File: src/rtl/arb_mux.sv
// N:1 valid/ready arbiter feeding a one-entry output register.
// Fixed-priority or round-robin grant selected by the RR parameter.
module arb_mux #(
    parameter int WIDTH = 16,
    parameter int N     = 4,
    parameter int RR    = 1,
    localparam int SW   = (N > 1) ? $clog2(N) : 1
) (
    input  logic             clk,
    input  logic             rst_n,
    input  logic [N*WIDTH-1:0] in_data,
    input  logic [N-1:0]     in_valid,
    output logic [N-1:0]     in_ready,
    output logic [WIDTH-1:0] out_data,
    output logic             out_valid,
    input  logic             out_ready,
    output logic [SW-1:0]    out_sel
);

    logic [SW-1:0] ptr;
    logic [SW-1:0] base;
    logic [SW-1:0] grant;
    logic          found;
    logic          space;
    logic          accept;
    int            idx;

    // Holding rst_n low also closes the input side, so nothing is accepted in reset.
    assign space  = rst_n & (~out_valid | out_ready);
    assign accept = space & found;
    assign base   = (RR != 0) ? ptr : '0;

    // Wrapped search from base; grant depends only on in_valid and the registered ptr.
    always_comb begin
        // NOTE: every combinational output gets a default first so no path infers a latch.
        grant = '0;
        found = 1'b0;
        idx   = 0;
        for (int k = 0; k < N; k++) begin
            idx = int'(base) + k;
            if (idx >= N) idx = idx - N;
            if (!found && in_valid[idx]) begin
                grant = SW'(idx);
                found = 1'b1;
            end
        end
    end

    always_comb begin
        in_ready = '0;
        if (accept) in_ready[grant] = 1'b1;
    end

    // NOTE: state registers use non-blocking assignments so all of them sample pre-edge values.
    always_ff @(posedge clk or negedge rst_n) begin
        if (!rst_n) begin
            out_data  <= '0;
            out_sel   <= '0;
            out_valid <= 1'b0;
            ptr       <= '0;
        end else if (accept) begin
            out_data  <= in_data[grant*WIDTH +: WIDTH];
            out_sel   <= grant;
            out_valid <= 1'b1;
            if (RR != 0)
                ptr <= (grant == SW'(N - 1)) ? '0 : grant + SW'(1);
        end else if (out_ready) begin
            out_valid <= 1'b0;
        end
    end

endmodule

File: config.mk
export PLATFORM = sky130hd
export DESIGN_NAME = arb_mux
export DESIGN_NICKNAME = d
export VERILOG_FILES = /design/src/rtl/arb_mux.sv
export SDC_FILE = /design/constraint.sdc
export NUM_CORES = 1
export LEC_CHECK = 0
export ABC_AREA = 1
export CORE_MARGIN = 5
export CORE_UTILIZATION = 39
export CTS_CLUSTER_SIZE = 16
export DETAILED_ROUTE_END_ITERATION = 10
export GPL_TIMING_DRIVEN = 0
export PLACE_DENSITY = 0.8
export SYNTH_ARGS = -nofsm -noshare
export SYNTH_HDL_FRONTEND = slang
export SYNTH_SLANG_ARGS = --single-unit
File: constraint.sdc
create_clock -name clk -period 3.9 [get_ports clk]
set_input_delay 1.17 -clock clk [delete_from_list [all_inputs] [get_ports clk]]
set_output_delay 1.17 -clock clk [all_outputs]
set_load 0.01 [all_outputs]
## Yosys cells after proc, flatten, opt, wreduce, memory -nomap -nowiden

Index checks and enable logic that the tools add are counted.

- Bits in registers: 21
- Input port bits: 71
- Output and inout bits: 23
- Word-level logic and storage cells: 66

- Add/sub/neg operators: 8
- Magnitude comparators: 10
- Equal/unequal tests: 1
- Shift-type cells: 1
- Muxes and demuxes: 30
- Bitwise operators: 4
- Reduce and logical (&&, ||, !) cells: 8

Operators with widths:

| kind | count |
|---|---|
| $lt A32 B4 Y1 const B | 4 |
| $mux W32 | 4 |
| $shiftx A64 B7 Y16 | 1 |
| $mux W1 | 15 |
| $sub A3 B3 Y4 const B | 3 |
| $mux W2 | 5 |
| $ge A3 B3 Y1 const B | 3 |
| $bmux W1 S2 | 4 |
| $add A2 B2 Y3 const B | 2 |
| $logic_and A1 B1 Y1 | 4 |
| $mux W4 | 1 |
| $sub A2 B3 Y4 const B | 1 |
| $add A2 B1 Y3 const B | 1 |
| $ge A2 B3 Y1 const B | 1 |
| $logic_not A1 Y1 | 3 |
| $lt A2 B3 Y1 const B | 1 |
| $add A2 B1 Y2 const B | 1 |
| $and A1 B1 Y1 | 2 |
| $demux W1 S2 | 1 |
| $eq A2 B2 Y1 const B | 1 |
| $ge A2 B1 Y1 const B | 1 |
| $reduce_bool A2 Y1 | 1 |
| $not A1 Y1 | 1 |
| $or A1 B1 Y1 | 1 |

## Depth between registers and ports, before layout

- Depth in word-level cells: 20
- Depth in mapped cells: 15
- Depth with buffers taken out: 13

## Worst setup path after synthesis

No wires, ideal clock.

- Kind: in2out
- From: input port in_valid[3]
- To: output port in_ready[3]
- Data arrival time: 2.369 ns
- Data required time: 2.730 ns
- Path slack: 0.361 ns
- Stages on the path: 13
- Buffers on the path: 1
- Cell sequence: inv_1 nand2_1 nand3_1 nand2_1 inv_1 nand2_1 nand2_2 nand3_4 buf_6 inv_2 ha_1 inv_1 nor2_1

- Longest elaborated chain between the ends: 18
- Elaborated cells on any way between the ends: 33
- Classes of those cells: order compare: 2; mux: 23; bitwise: 1; reduce/logical: 7

RTL lines:

| item | line | source |
|---|---|---|
| from (decl) | 12 | `input logic [N-1:0] in_valid,` |
| $bmux W1 S2 | 42 | `if (!found && in_valid[idx]) begin` |
| $mux W1 (not written as such) (2 in series) | 42 |  |
| $mux W1 | 42 |  |
| $logic_not A1 Y1 | 42 |  |
| $logic_and A1 B1 Y1 | 42 |  |
| $mux W1 | 42 |  |
| $logic_not A1 Y1 | 42 |  |
| $logic_and A1 B1 Y1 | 42 |  |
| $mux W1 | 42 |  |
| $logic_not A1 Y1 | 42 |  |
| $logic_and A1 B1 Y1 | 42 |  |
| $mux W2 | 42 |  |
| $lt A2 B3 Y1 (not written as such) / $ge A2 B1 Y1 (equally long branches) | 51 | `if (accept) in_ready[grant] = 1'b1;` |
| $logic_and A1 B1 Y1 (not written as such) | 51 |  |
| $mux W1 (not written as such) | 51 |  |
| $demux W1 S2 | 51 |  |
| $mux W4 (*) | 51 |  |
| to (decl) | 13 | `output logic [N-1:0] in_ready,` |

Mark *: on every way between the ends. The rest lies on a longest branch, timed or not. The select of a mux whose other input is x is not followed.

## Worst setup path in the final report

- From: input port in_valid[2]
- To: output port in_ready[3]

The elaborated chain is that of the path after synthesis.

==> results.tsv <==
metric	value	unit
status	finished, final reports clean	
clock tree buffer depth	2	
Max FO, Critical Path	5	
Peak VDD IR	0.668	mV
Syn. warnings	0	
commonest non-fill, non-tap cells in the layout	nand2_1, clkdlybuf4s50_1, nand3_1	
I/O pin count	94	
Worst setup SP type	primary input	
Setup Crit Path Kind	primary input to primary output	
worst hold slack	0.482	ns
Synth Area per Inst	6.46	µm²
Final Critical Period	3.83	ns
Core Util, Final	67.7	%
Yosys reg bits	21	
Die W	76.0	µm
gpl congestion	0.846	
Pre-antenna DRT Iters	4	
CP required	2.73	ns
Worst Setup Slack, final	0.0691	ns
final setup fails	0	
Final ANT Viol Nets	0	
H-tree depth	1	
wire per inst	15.4	µm
Clock transition at path regs	0.08	ns
GRT Overall Usage	21.0	%
drt via density	5.30	
Total Wirelength	6.50	mm
Slew HR	62.0	%
highest clock rate	261	MHz
most common cell after layout, fill and taps aside	nand2_1	
top cells by area, synth	dfrtp_1, nand2_1, nand3_1, nand4_1, buf_2	
Remaining Overflow, GRT	0	
arrival time at the worst endpoint	2.66	ns
Worst Setup End Kind	primary output	
Final period util	98.2	%
Worst-Margin Slew	0.570	ns
clock skew	0.00155	ns
post-synthesis cell type count	19	
total vias in the final route	2244	
IO Port Bufs	93	
number of fill cells	368	
Post-Syn Area	1700	µm²
area grow syn2layout	71.0	%
syn_nets	335	
worst skew pair latency	0.26	ns
first-pass GRT wire length	10.2	mm
Root Driver	clkbuf_8	
PD cells	980	nW/µm²
post-synthesis sequential area ratio	30.9	%
# diodes	0	
Num CTS Buffers	3	
CTS tree	built	
HP Class	flip-flop to flip-flop	
Initial Util	39.6	%
leak pwr	1.38	nW
FF/Latch Area	526	µm²
row count	24	
estimated wirelength of the detail-placed design	4.72	mm
top-area cell type share of the netlist area	30.9	%
vias in the first global route	2112	
Sink Count	21	
core area	4290	µm²
Synth Instances	263	
CTS Hold Buffers Added	0	
worst slack, placed	-0.928	ns
Layout Nets	444	
max_cap viols	0	
Synth area leader	dfrtp_1	
final hold vios	0	
Tot Pwr	0.00285	W
Die Ht	76.0	µm
initial DRC count	234	
largest net degree at the start of global routing	23	
initial antenna violation count	0	
Max Slew Vio Count	0	
fraction of layout cells with a size suffix above 1	18.6	%
full die area	5780	µm²
area of the multi-input gates	1080	µm²
# DRC	0	
path summary, 6_finish.rpt:
check | startpoint | endpoint | slack [ns] | cells past startpoint
hold reg to reg | out_data[5] | out_data[5] | 0.48 | 2
min in group asynchronous | rst_n | out_data[0] | 0.98 | 1
setup reg to reg | base[0] | out_data[11] | 1.70 | 16
setup / recovery | in_valid[2] | in_ready[3] | 0.07 | 16
max in group asynchronous | rst_n | out_data[8] | 2.54 | 1
hold / removal | out_data[5] | out_data[5] | 0.48 | 2
report_power, final:
part | leakage (nW) | internal (W) | switching, W
Sequential | 0.256 | 0.000330 | 0.0000649
Clock | 0.0228 | 0.0000730 | 0.0000735
Combinational | 1.10 | 0.000980 | 0.00133
layout make-up:
type	count	share of cell area [%]
sequential	21	18.1
tap	52	2.24
inverter	14	1.89
clock buffer	4	1.55
buffer	20	4.87
timing repair buffer	104	34.2
multi-input combinational	208	37.1
synthesized netlist by cell type, drive strengths merged:
library cell	count
o21a	1
buf	20
ha	1
nor3	1
dfrtp	21
nand2	104
nor2	7
inv	14
o21ai	2
nand4	32
nand3	59
a31oi	1
critical path: stages:
cell	delay, ns
dlygate4sd2_1	0.25
inv_2	0.07
nand2_1	0.05
nand2_1	0.09
nand2_1	0.06
nand2_1	0.12
nand2_4	0.08
nand2_2	0.09
nand2_4	0.06
nand3_4	0.07
buf_8	0.11
inv_2	0.04
ha_1	0.18
inv_1	0.05
nor2_1	0.03
buf_2	0.14
kinds of logic after synthesis:
kind of cell / count (synthesis) / share of synthesized area, %
buffers and inverters: 34 / 10.6
AO/OA/AOI/OAI: 4 / 1.40
AND/OR/NAND/NOR: 203 / 56.3
adder cells (fa/ha/maj): 1 / 0.736
flip-flops: 21 / 30.9
repair_timing:
action | CTS | global route
gates resized for setup | 42 | 11
setup buffers | 9 | 2
pin swaps | 11 | 5
endpoints found under the setup margin | 4 | 2
metal layers:
layer | share of wire (%) | track usage (%)
met2 | 49 | 34.9
met5 | 0 | 0
met4 | 1.7 | 6.05
met1 | 42 | 28.5
met3 | 7.7 | 2.48
state kept, by name (all words and copies together) (netlist names):
name	flops
base	2
out_valid	1
out_data	16
out_sel	2
stage by stage:
| step | std cells | area [µm²] | setup TNS [ns] |
|---|---|---|---|
| 6_report | 423 | 2910 | 0 |
| 3_5_place_dp | 408 | 2700 | -3.28 |
| 3_3_place_gp | 408 | 2700 | -3.22 |
| 2_1_floorplan | 263 | 1700 | 0 |
| 4_1_cts | 421 | 2860 | 0 |
| 5_1_grt | 423 | 2910 | -0.0434 |
(Power assumes the default switching activity.)
